<file path="src/rtl/braille_pkg.sv">
// Shared definitions for the braille LED presenter.
//   state_t         : presenter FSM states.
//   PAT_A .. PAT_Z  : 6-bit braille cells, bit n-1 = dot n.
//   PAT_ERR         : all six dots raised, shown for out-of-range indices.
//   letter_pattern(): class index (0 = a) to cell pattern.
package braille_pkg;

  typedef enum logic [2:0] {
    IDLE   = 3'd0,
    SHOW_L = 3'd1,
    GAP_L  = 3'd2,
    SHOW_R = 3'd3,
    GAP_R  = 3'd4
  } state_t;

  // First decade: dots 1,2,4,5 only.
  localparam logic [5:0] PAT_A = 6'h01;
  localparam logic [5:0] PAT_B = 6'h03;
  localparam logic [5:0] PAT_C = 6'h09;
  localparam logic [5:0] PAT_D = 6'h19;
  localparam logic [5:0] PAT_E = 6'h11;
  localparam logic [5:0] PAT_F = 6'h0B;
  localparam logic [5:0] PAT_G = 6'h1B;
  localparam logic [5:0] PAT_H = 6'h13;
  localparam logic [5:0] PAT_I = 6'h0A;
  localparam logic [5:0] PAT_J = 6'h1A;
  // Second decade: first decade plus dot 3.
  localparam logic [5:0] PAT_K = PAT_A | 6'h04;
  localparam logic [5:0] PAT_L = PAT_B | 6'h04;
  localparam logic [5:0] PAT_M = PAT_C | 6'h04;
  localparam logic [5:0] PAT_N = PAT_D | 6'h04;
  localparam logic [5:0] PAT_O = PAT_E | 6'h04;
  localparam logic [5:0] PAT_P = PAT_F | 6'h04;
  localparam logic [5:0] PAT_Q = PAT_G | 6'h04;
  localparam logic [5:0] PAT_R = PAT_H | 6'h04;
  localparam logic [5:0] PAT_S = PAT_I | 6'h04;
  localparam logic [5:0] PAT_T = PAT_J | 6'h04;
  // Third decade: first decade plus dots 3 and 6; w is irregular.
  localparam logic [5:0] PAT_U = PAT_A | 6'h24;
  localparam logic [5:0] PAT_V = PAT_B | 6'h24;
  localparam logic [5:0] PAT_W = 6'h3A;
  localparam logic [5:0] PAT_X = PAT_C | 6'h24;
  localparam logic [5:0] PAT_Y = PAT_D | 6'h24;
  localparam logic [5:0] PAT_Z = PAT_E | 6'h24;

  localparam logic [5:0] PAT_ERR = 6'h3F;

  function automatic logic [5:0] letter_pattern(input int unsigned idx);
    logic [5:0] pat;
    case (idx)
      0:       pat = PAT_A;
      1:       pat = PAT_B;
      2:       pat = PAT_C;
      3:       pat = PAT_D;
      4:       pat = PAT_E;
      5:       pat = PAT_F;
      6:       pat = PAT_G;
      7:       pat = PAT_H;
      8:       pat = PAT_I;
      9:       pat = PAT_J;
      10:      pat = PAT_K;
      11:      pat = PAT_L;
      12:      pat = PAT_M;
      13:      pat = PAT_N;
      14:      pat = PAT_O;
      15:      pat = PAT_P;
      16:      pat = PAT_Q;
      17:      pat = PAT_R;
      18:      pat = PAT_S;
      19:      pat = PAT_T;
      20:      pat = PAT_U;
      21:      pat = PAT_V;
      22:      pat = PAT_W;
      23:      pat = PAT_X;
      24:      pat = PAT_Y;
      25:      pat = PAT_Z;
      default: pat = PAT_ERR;
    endcase
    return pat;
  endfunction

endpackage

</file>
<file path="src/rtl/braille_encoder.sv">
// Combinational class-index to braille-cell encoder.
//   alpha_i   : class index from the classifier.
//   pattern_o : 6-bit cell, bit n-1 = dot n (all dots for invalid indices).
//   err_o     : index is outside 0..NUM_CLASSES-1.
module braille_encoder
  import braille_pkg::*;
#(
  parameter int ALPHA_BW    = 5,
  parameter int NUM_CLASSES = 26
) (
  input  logic [ALPHA_BW-1:0] alpha_i,
  output logic [5:0]          pattern_o,
  output logic                err_o
);

  localparam int unsigned NUM_CLASSES_U = NUM_CLASSES;

  int unsigned idx;

  always_comb begin
    idx       = 32'(alpha_i);
    err_o     = (idx >= NUM_CLASSES_U);
    pattern_o = err_o ? PAT_ERR : letter_pattern(idx);
  end

endmodule

</file>
<file path="src/rtl/braille_led_presenter.sv">
// Presents classifier results as braille cells on three LEDs.
// Each cell is shown as: left column (dots 1-3), blank gap, right column
// (dots 4-6), blank gap. One further result can wait in a pending slot.
//   clk, reset   : clock, asynchronous active-high reset.
//   i_valid      : one-cycle result strobe; i_alpha valid with it.
//   i_alpha      : class index (0 = a).
//   led          : top/middle/bottom dot of the column currently shown.
//   o_col        : 0 while left column or its gap, 1 for right column/gap.
//   o_busy       : a cell is being presented.
//   o_err        : current cell comes from an out-of-range index.
//   o_done       : pulse on the final cycle of a cell.
//   o_overflow   : pulse when a result is dropped because the slot is full.
module braille_led_presenter
  import braille_pkg::*;
#(
  parameter int ALPHA_BW    = 5,
  parameter int NUM_CLASSES = 26,
  parameter int COL_CYCLES  = 100_000_000,
  parameter int GAP_CYCLES  = 25_000_000
) (
  input  logic                clk,
  input  logic                reset,
  input  logic                i_valid,
  input  logic [ALPHA_BW-1:0] i_alpha,
  output logic [2:0]          led,
  output logic                o_col,
  output logic                o_busy,
  output logic                o_err,
  output logic                o_done,
  output logic                o_overflow
);

  // COL_CYCLES and GAP_CYCLES must both be at least 1.
  localparam int MAX_CYCLES = (COL_CYCLES > GAP_CYCLES) ? COL_CYCLES : GAP_CYCLES;
  localparam int CW         = (MAX_CYCLES > 1) ? $clog2(MAX_CYCLES) : 1;
  localparam logic [CW-1:0] COL_LAST = CW'(COL_CYCLES - 1);
  localparam logic [CW-1:0] GAP_LAST = CW'(GAP_CYCLES - 1);

  state_t              state_q, state_d;
  logic [CW-1:0]       cnt_q, cnt_d;
  logic [5:0]          pat_q, pat_d;
  logic                err_q, err_d;
  logic                pend_valid_q, pend_valid_d;
  logic [ALPHA_BW-1:0] pend_alpha_q, pend_alpha_d;

  logic [2:0]          led_q, led_d;
  logic                col_q, col_d;
  logic                busy_q, busy_d;
  logic                err_out_q, err_out_d;
  logic                done_q, done_d;
  logic                ovf_q, ovf_d;

  logic                cell_end;
  logic                take_pend;
  logic [ALPHA_BW-1:0] enc_alpha;
  logic [5:0]          enc_pattern;
  logic                enc_err;
  logic                load;

  // Last cycle of the cell; the follow-on decision is made here.
  assign cell_end  = (state_q == GAP_R) && (cnt_q == GAP_LAST);
  // The pending result always has priority over a simultaneous new one.
  assign take_pend = cell_end && pend_valid_q;
  assign enc_alpha = take_pend ? pend_alpha_q : i_alpha;

  braille_encoder #(
    .ALPHA_BW   (ALPHA_BW),
    .NUM_CLASSES(NUM_CLASSES)
  ) u_encoder (
    .alpha_i  (enc_alpha),
    .pattern_o(enc_pattern),
    .err_o    (enc_err)
  );

  always_comb begin
    state_d      = state_q;
    cnt_d        = cnt_q + CW'(1);
    pat_d        = pat_q;
    err_d        = err_q;
    pend_valid_d = pend_valid_q;
    pend_alpha_d = pend_alpha_q;
    ovf_d        = 1'b0;
    load         = 1'b0;

    case (state_q)
      IDLE: begin
        cnt_d = '0;
        if (i_valid) begin
          load    = 1'b1;
          state_d = SHOW_L;
        end
      end
      SHOW_L: begin
        if (cnt_q == COL_LAST) begin
          state_d = GAP_L;
          cnt_d   = '0;
        end
      end
      GAP_L: begin
        if (cnt_q == GAP_LAST) begin
          state_d = SHOW_R;
          cnt_d   = '0;
        end
      end
      SHOW_R: begin
        if (cnt_q == COL_LAST) begin
          state_d = GAP_R;
          cnt_d   = '0;
        end
      end
      GAP_R: begin
        if (cell_end) begin
          cnt_d = '0;
          if (pend_valid_q) begin
            load         = 1'b1;
            state_d      = SHOW_L;
            pend_valid_d = 1'b0;
          end else if (i_valid) begin
            load    = 1'b1;
            state_d = SHOW_L;
          end else begin
            state_d = IDLE;
          end
        end
      end
      default: begin
        state_d = IDLE;
        cnt_d   = '0;
      end
    endcase

    // A result arriving while busy goes to the pending slot unless it is
    // being displayed directly. When the slot is emptied this same cycle the
    // newcomer refills it, so that case never counts as an overflow.
    if (i_valid && (state_q != IDLE) && !(load && !take_pend)) begin
      if (!pend_valid_q || take_pend) begin
        pend_valid_d = 1'b1;
        pend_alpha_d = i_alpha;
      end else begin
        ovf_d = 1'b1;
      end
    end

    if (load) begin
      pat_d = enc_pattern;
      err_d = enc_err;
    end

    // Outputs are derived from next-state values so they are registered
    // yet line up with the state they describe.
    led_d     = 3'b000;
    if (state_d == SHOW_L) led_d = pat_d[2:0];
    if (state_d == SHOW_R) led_d = pat_d[5:3];
    col_d     = (state_d == SHOW_R) || (state_d == GAP_R);
    busy_d    = (state_d != IDLE);
    err_out_d = busy_d && err_d;
    done_d    = (state_d == GAP_R) && (cnt_d == GAP_LAST);
  end

  always_ff @(posedge clk or posedge reset) begin
    if (reset) begin
      state_q      <= IDLE;
      cnt_q        <= '0;
      pat_q        <= '0;
      err_q        <= 1'b0;
      pend_valid_q <= 1'b0;
      pend_alpha_q <= '0;
      led_q        <= 3'b000;
      col_q        <= 1'b0;
      busy_q       <= 1'b0;
      err_out_q    <= 1'b0;
      done_q       <= 1'b0;
      ovf_q        <= 1'b0;
    end else begin
      state_q      <= state_d;
      cnt_q        <= cnt_d;
      pat_q        <= pat_d;
      err_q        <= err_d;
      pend_valid_q <= pend_valid_d;
      pend_alpha_q <= pend_alpha_d;
      led_q        <= led_d;
      col_q        <= col_d;
      busy_q       <= busy_d;
      err_out_q    <= err_out_d;
      done_q       <= done_d;
      ovf_q        <= ovf_d;
    end
  end

  assign led        = led_q;
  assign o_col      = col_q;
  assign o_busy     = busy_q;
  assign o_err      = err_out_q;
  assign o_done     = done_q;
  assign o_overflow = ovf_q;

endmodule

</file>
<file path="config.mk">
export PLATFORM = sky130hd
export DESIGN_NAME = braille_led_presenter
export DESIGN_NICKNAME = d
export VERILOG_FILES = /design/src/rtl/braille_pkg.sv /design/src/rtl/braille_encoder.sv /design/src/rtl/braille_led_presenter.sv
export SDC_FILE = /design/constraint.sdc
export NUM_CORES = 1
export LEC_CHECK = 0
export ABC_CLOCK_PERIOD_IN_PS = 4600
export BUFFER_PORTS_ARGS = -buffer_cell sky130_fd_sc_hd__buf_2
export CAP_MARGIN = 20
export CORE_MARGIN = 4
export CORE_UTILIZATION = 50
export DETAILED_ROUTE_END_ITERATION = 8
export PLACE_DENSITY_LB_ADDON = 0.3
export RECOVER_POWER = 100
export SETUP_SLACK_MARGIN = 0.3
export SYNTH_ARGS = -nofsm -noshare
export SYNTH_HDL_FRONTEND = slang
export SYNTH_SLANG_ARGS = --single-unit
</file>
<file path="constraint.sdc">
create_clock -name clk -period 4.6 [get_ports clk]
set_input_delay 0.23 -clock clk [delete_from_list [all_inputs] [get_ports clk]]
set_output_delay 0.23 -clock clk [all_outputs]
set_load 0.01 [all_outputs]
</file>
==> results of run 1 <==
-- power breakdown --
| part | total, uW | internal [uW] | switching [uW] |
|---|---|---|---|
| Clock | 337 | 179 | 158 |
| Combinational | 69.0 | 28.8 | 40.1 |
| Sequential | 467 | 453 | 14.0 |
| Total | 873 | 661 | 212 |
-- Yosys cell counts (all sizes together), types with 4 or more instances --
cell	count	area [um2]
mux2i	9	102.6
o21ai	10	53.80
nand3	17	90.09
buf	5	22.52
inv	12	45.04
xnor2	12	105.1
a31oi	4	31.28
nor2	40	150.1
or4b	4	40.04
nor2b	10	62.56
nand2	36	135.1
nand2b	5	31.28
nor4	6	52.55
xor2	19	166.4
nor3	10	50.05
dfrtp	51	1276
a21oi	6	30.03
nand4	14	87.58
nor4b	4	35.03
and2	7	43.79
mux2	9	101.4
and3	10	62.56
clkbuf	17	63.81
-- kinds of logic (layout without fill, tap and decap cells) --
group           after synthesis  in the layout
xor+xnor                     31             31
simple gates                180            180
flops                        51             51
mux                          18             18
fa+ha+maj                     3              3
compound gates               50             50
buf+inv                      34             41
-- stage by stage --
step           worst slack, ns  cells  hold slack, ns  power [uW]
6_report                0.5437    451          0.1633       873.0
5_1_grt                 0.2586    451          0.1803       909.8
4_1_cts                 0.7680    449          0.1665       879.1
3_5_place_dp            0.8175    441          0.4527       543.8
3_3_place_gp            0.8753    441          0.4568       542.7
2_1_floorplan           0.9679    367          0.3560       524.5
-- sequential cells by signal (all words and copies together), names as in the netlist --
| register | count |
|---|---|
| pat_q | 6 |
| pend_valid_q | 1 |
| o_err | 1 |
| pend_alpha_q | 5 |
| err_q | 1 |
| cnt_q | 27 |
| o_overflow | 1 |
| o_done | 1 |
| o_col | 1 |
| state_q | 3 |
| led | 3 |
| o_busy | 1 |
-- worst max-delay path, cell delays in order (launching register included) --
cell	delay, ns
dfrtp_1	0.58
or4b_1	0.47
or4_4	0.54
or4_1	0.47
clkbuf_1	0.32
nand2_1	0.14
and2_1	0.16
inv_1	0.05
ha_1	0.32
inv_1	0.08
nand2_1	0.08
nor4_1	0.05
nor3b_1	0.21
a31oi_1	0.11
o21a_1	0.14
a32o_1	0.24
-- worst max path at each step --
stage | to | slack (ns) | cells after the start
after floorplan | led[1] | 0.97 | 15
after detailed placement | led[1] | 0.82 | 15
final | led[1] | 0.54 | 15
after CTS | led[1] | 0.77 | 15
after global placement | led[1] | 0.88 | 15
after global routing | led[1] | 0.26 | 15
-- metal layers --
layer,global-route usage,routed length [um]
met5,0,0
met4,0.04871,79
met3,0.03594,527
met2,0.3057,3347
met1,0.3176,3581
-- final cells by class --
cell class                 count  area [um2]
fill                         572        2860
inverter                      12       45.04
sequential                    51        1276
timing repair buffer          21       101.3
multi-input combinational    282        1849
tap                           77       96.34
clock inverter                 2       38.79
clock buffer                   6       82.58
-- what timing repair did --
action,in CTS,in global routing
hold buffers,0,1
endpoints found under the hold margin,0,12
gates resized for setup,0,0
setup buffers,0,0
endpoints found under the setup margin,0,0
==> results.md, run 1 <==
* Syn. warnings at 0
* Synth Area per Inst at 8.932 um2
* Antenna cells at 0
* GRT Residual Overflow at 0
* Die Wd at 88.97 um
* Critical Path Sink Type: register
* Final Cell Area at 3490 um2
* Compound-Gate Fraction of Synth Area at 0.1149
* Pwr Density at 250.2 nW/um2
* Critical path data arrival time at 4.27 ns
* R2R cell count at 15
* Synthesized flop and latch total at 51
* Io pins at 16
* Crit Path Category: register to register
* Max Cap Viol at 1
* Initial Util at 0.5163
* First-pass GRT wire length at 12910 um
* Most frequent cells in the layout: dfrtp_1, nor2_1, nand2_1, xor2_1, nand3_1
* Clk_skew at 0.01462 ns
* Sequential area share after synthesis at 0.3893
* Share of flip-flops with an asynchronous set or reset at 1.000
* Die Y-Extent at 88.97 um
* Minimum clock period at 4.056 ns
* Wire per inst at 16.71 um
* # port buffers at 15
* Min-delay src: i_valid
* Maximum clock insertion buffer count at 2
* Total Routing Usage GR at 0.2072
* TritonCTS clock tree: done
* Synth-to-layout area growth at 6.450%
* DP Wirelength at 5370 um
* Number of flops mapped to enable cells by yosys at 0
* HP Class: input port to register
* Post-synthesis simple-gate area fraction at 0.2992
* Ratio of cells with drive above 1 in the final layout at 0.09358
* Final hold violation count at 0
* Post-synthesis mux area share at 0.06221
* Clock Tree Root: clkbuf_8
* Nets at 384
* Num CTS Buffers at 5
* Final wirelength at 7535 um
* Final period utilization at 0.8818
* Synthesized net count at 378
* Mapped Cells at 367
* Synth Cell Area at 3278 um2
* Min-Delay Endpoint: pend_valid_q
* Relative slew slack at -0.3693
* Hold Crit Depth at 2
* Pin count of the biggest net entering global routing at 52
* Startpoint types: register
* Yosys cell types at 60
* Vias at 2788
* Post-DRT Antenna Nets at 0
* Critical Path RT at 4.82 ns
* Reg-to-Reg End: led[1]
* Antenna violations before repair at 0
* Status: complete, but fails checks
* Setup tns final at 0 ns
* Via/cell ratio at 6.182
* DP Area at 3393 um2
* Util after Layout at 0.5496
* Flop2flop setup slack at 0.54 ns
* Core area at 6350 um2
* Top_reg_cell synth: dfrtp_1
* DRC at 0
* Placer Congestion at 0.8791
* Clk_lat worst skew at 0.32 ns
* IR drop worst, VDD at 161.2 uV
* RSZ-0062 raised after global routing: false
* CTS sink cnt at 51
* Xor and xnor fraction of the mapped netlist area at 0.08282
* Slew Limit Fails at 40
* Setup-failing EPs final at 0
* Commonest non-fill, non-tap cell in the layout: dfrtp_1
* Fmax at 246.5 MHz
* 1st-iter DRT viols at 339
* Leakage at 0.001466 uW
* H-tree depth at 2
* Post-synthesis adder-cell area fraction at 0.01145
* Largest family of logic cells by synthesized area: simple AND/OR/NAND/NOR gates
* Vias in the first global route at 2578
* Drt pass-1 iters at 5
* Worst Setup SP: cnt_q[19]
* Reg2reg start: cnt_q[19]
* Violated checks: capacitance limit, slew limit
* Critical path fanouts, max at 13
* Clock slew at reported path FFs at 0.10 ns
* Worst-Margin Slew at 2.054 ns
* Row count at 29
* Die ar. at 7916 um2
(Power assumes the default switching activity.)
==> inputs of run 2 (changes only) <==
--- a/config.mk
+++ b/config.mk
@@ -11,6 +11,7 @@
 export CORE_MARGIN = 4
 export CORE_UTILIZATION = 50
 export DETAILED_ROUTE_END_ITERATION = 8
+export GPL_TIMING_DRIVEN = 0
 export PLACE_DENSITY_LB_ADDON = 0.3
 export RECOVER_POWER = 100
 export SETUP_SLACK_MARGIN = 0.3
==> results.md, run 2 (synthesis results as in run 1) <==
* Pint at 594.2 uW (-10%)
* Critical Path RT at 4.84 ns (+0.02 ns)
* Sequential power share at 0.566 (+0.031)
* Total Routing Usage GR at 0.2085 (+0.001240)
* Min-Delay Endpoint: pend_valid_q
* Die Y-Extent at 88.97 um (unchanged)
* Synth-to-layout area growth at 7.214%
* Wire per inst at 16.28 um (-2.5%)
* Final wirelength at 7636 um (+1.3%)
* TritonCTS clock tree: done
* Ratio of cells with drive above 1 in the final layout at 0.08418 (-0.009399)
* Num CTS Buffers at 5 (unchanged)
* Pin count of the biggest net entering global routing at 40 (-23%)
* DP Wirelength at 5625 um (+4.7%)
* Slew Limit Fails at 40 (unchanged)
* Part of the power in combinational logic at 0.099 (+0.020)
* Seq. cell area at 1276 um2 (unchanged)
* Crit Path Category: register to register
* Setup WS pre-CTS at 0.6275 ns (-0.1900 ns)
* Relative slew slack at -0.3900 (-0.02065)
* Vias at 2845 (+2.0%)
* Worst-case hold slack at 0.1833 ns (+0.02002 ns)
* Reg-to-Reg End: led[1]
* Flop2flop setup slack at 0.39 ns (-0.16 ns)
* Switching power at 216.7 uW (+2.3%)
* Clk_lat worst skew at 0.31 ns (about the same)
* Core area at 6350 um2 (unchanged)
* Clock Tree Root: clkbuf_8
* Nets at 402 (+4.7%)
* Leakage at 0.001471 uW (+0.31%)
* R2R cell count at 16 (+1)
* Post-CTS setup buffer count at 0 (unchanged)
* Worst setup margin at 0.3879 ns (-0.1558 ns)
* First-pass GRT wire length at 12930 um (+0.16%)
* Via/cell ratio at 6.066 (-1.9%)
* Reg2reg start: cnt_q[15]
* Die ar. at 7916 um2 (unchanged)
* Maximum clock insertion buffer count at 2 (unchanged)
* HP Class: input port to register
* GRT Residual Overflow at 0 (unchanged)
* Io pins at 16 (unchanged)
* Commonest non-fill, non-tap cell in the layout: dfrtp_1
* Clock slew at reported path FFs at 0.10 ns (about the same)
* Hold Crit Depth at 2 (unchanged)
* Startpoint types: register
* Initial Util at 0.5163 (unchanged)
* Minimum clock period at 4.212 ns (+0.1558 ns)
* Vias in the first global route at 2562 (-0.62%)
* Critical path data arrival time at 4.46 ns (+0.19 ns)
* Antenna cells at 0 (unchanged)
* RSZ-0062 raised after global routing: false
* Drt pass-1 iters at 5 (unchanged)
* Critical path fanouts, max at 10 (-3)
* Switching Share at 0.2672 (+0.02464)
* Most flop-heavy register: cnt_q
* H-tree depth at 2 (unchanged)
* # port buffers at 14 (-1)
* Critical Path Sink Type: register
* Final hold violation count at 0 (unchanged)
* Clock share of power at 0.335 (-0.051)
* Top Registers: cnt_q (27), pat_q (6), pend_alpha_q (5)
* Placer Congestion at 0.9187 (+4.5%)
* Fillers at 582 (+1.7%)
* Setup tns final at 0 ns (unchanged)
* Setup-failing EPs final at 0 (unchanged)
* Largest register FFs at 27 (unchanged)
* Final period utilization at 0.9157 (+0.03386)
* Clk_skew at 0.01258 ns (-0.002037 ns)
* 1st-iter DRT viols at 288 (-15%)
* Worst-Margin Slew at 2.085 ns (+0.03098 ns)
* Most frequent cells in the layout: dfrtp_1, nor2_1, nand2_1, clkbuf_1, xor2_1
* Status: complete, but fails checks
* Pwr Density at 230.7 nW/um2 (-7.8%)
* Row count at 29 (unchanged)
* Die Wd at 88.97 um (unchanged)
* Min-delay src: i_valid
* DRC at 0 (unchanged)
* Antenna violations before repair at 0 (unchanged)
* Max Cap Viol at 1 (unchanged)
* IR drop worst, VDD at 160.3 uV (-0.55%)
* Multi-input logic area at 1843 um2 (-0.34%)
* Post-DRT Antenna Nets at 0 (unchanged)
* Fmax at 237.4 MHz (-3.7%)
* CTS sink cnt at 51 (unchanged)
* Violated checks: capacitance limit, slew limit
[run 2: cell count changes in the layout (fill, tap and decap cells not counted), sizes merged]
cell    before  now
buf          9    7
bufinv       1    0
clkbuf      17   36
clkinv       0    1
inv         13   14
[run 2: final cells by class]
class,instances,area share
clock buffers,5,0.01958
clock inverters,3,0.006408
inverters,12,0.01282
plain buffers,22,0.02385
multi-input cells,282,0.5244
flip-flops and latches,51,0.3631
repair buffers,17,0.02243
well taps,77,0.02741
[run 2: repair_timing]
item,CTS,global route
gates resized for setup,0,0
hold endpoints to repair,12,0
hold buffers,1,0
[run 2: worst max-delay path by stage]
stage	from	to	slack, ns	depth (start not counted)
2_1_floorplan	cnt_q[15]	led[1]	0.97	15
3_3_place_gp	cnt_q[15]	led[1]	0.63	16
3_5_place_dp	cnt_q[15]	led[1]	0.63	16
4_1_cts	cnt_q[15]	led[1]	0.60	16
5_1_grt	cnt_q[15]	led[1]	0.22	16
6_report	cnt_q[15]	led[1]	0.39	16
[run 2: per-stage QoR]
| step | util | cell area [um2] | power (uW) | cells |
|---|---|---|---|---|
| 6_report | 0.5535 | 3515 | 810.9 | 469 |
| 5_1_grt | 0.5535 | 3515 | 849.4 | 469 |
| 2_1_floorplan | - | 3278 | 524.5 | 367 |
| 3_5_place_dp | 0.5456 | 3465 | 548.5 | 459 |
| 4_1_cts | 0.5616 | 3566 | 822.0 | 468 |
| 3_3_place_gp | 0.5425 | 3445 | 544.9 | 458 |
[run 2: power groups by stage]
stage	sequential (uW)	clock [uW]	combinational [uW]
2_1_floorplan	467	0	57.9
3_3_place_gp	468	0	76.9
3_5_place_dp	468	0	80.4
4_1_cts	459	281	81.6
5_1_grt	460	302	87.0
6_report	459	272	79.9
[run 2: critical path: stages (launching register included)]
cell	delay, ns
dfrtp_1	0.47
or4b_1	0.54
or4_4	0.54
or4_1	0.48
clkbuf_1	0.23
clkbuf_1	0.28
nand2_1	0.11
and2_1	0.15
inv_1	0.05
ha_1	0.31
inv_1	0.10
nand2_1	0.06
nor4_1	0.20
nor3b_1	0.09
a31oi_1	0.18
o21a_1	0.18
a32o_1	0.17
[run 2: layer usage]
metal  global-route usage  routed length, um
met5                    0                  0
met4              0.04465                 98
met3              0.03779                574
met2               0.3090               3304
met1               0.3191               3658
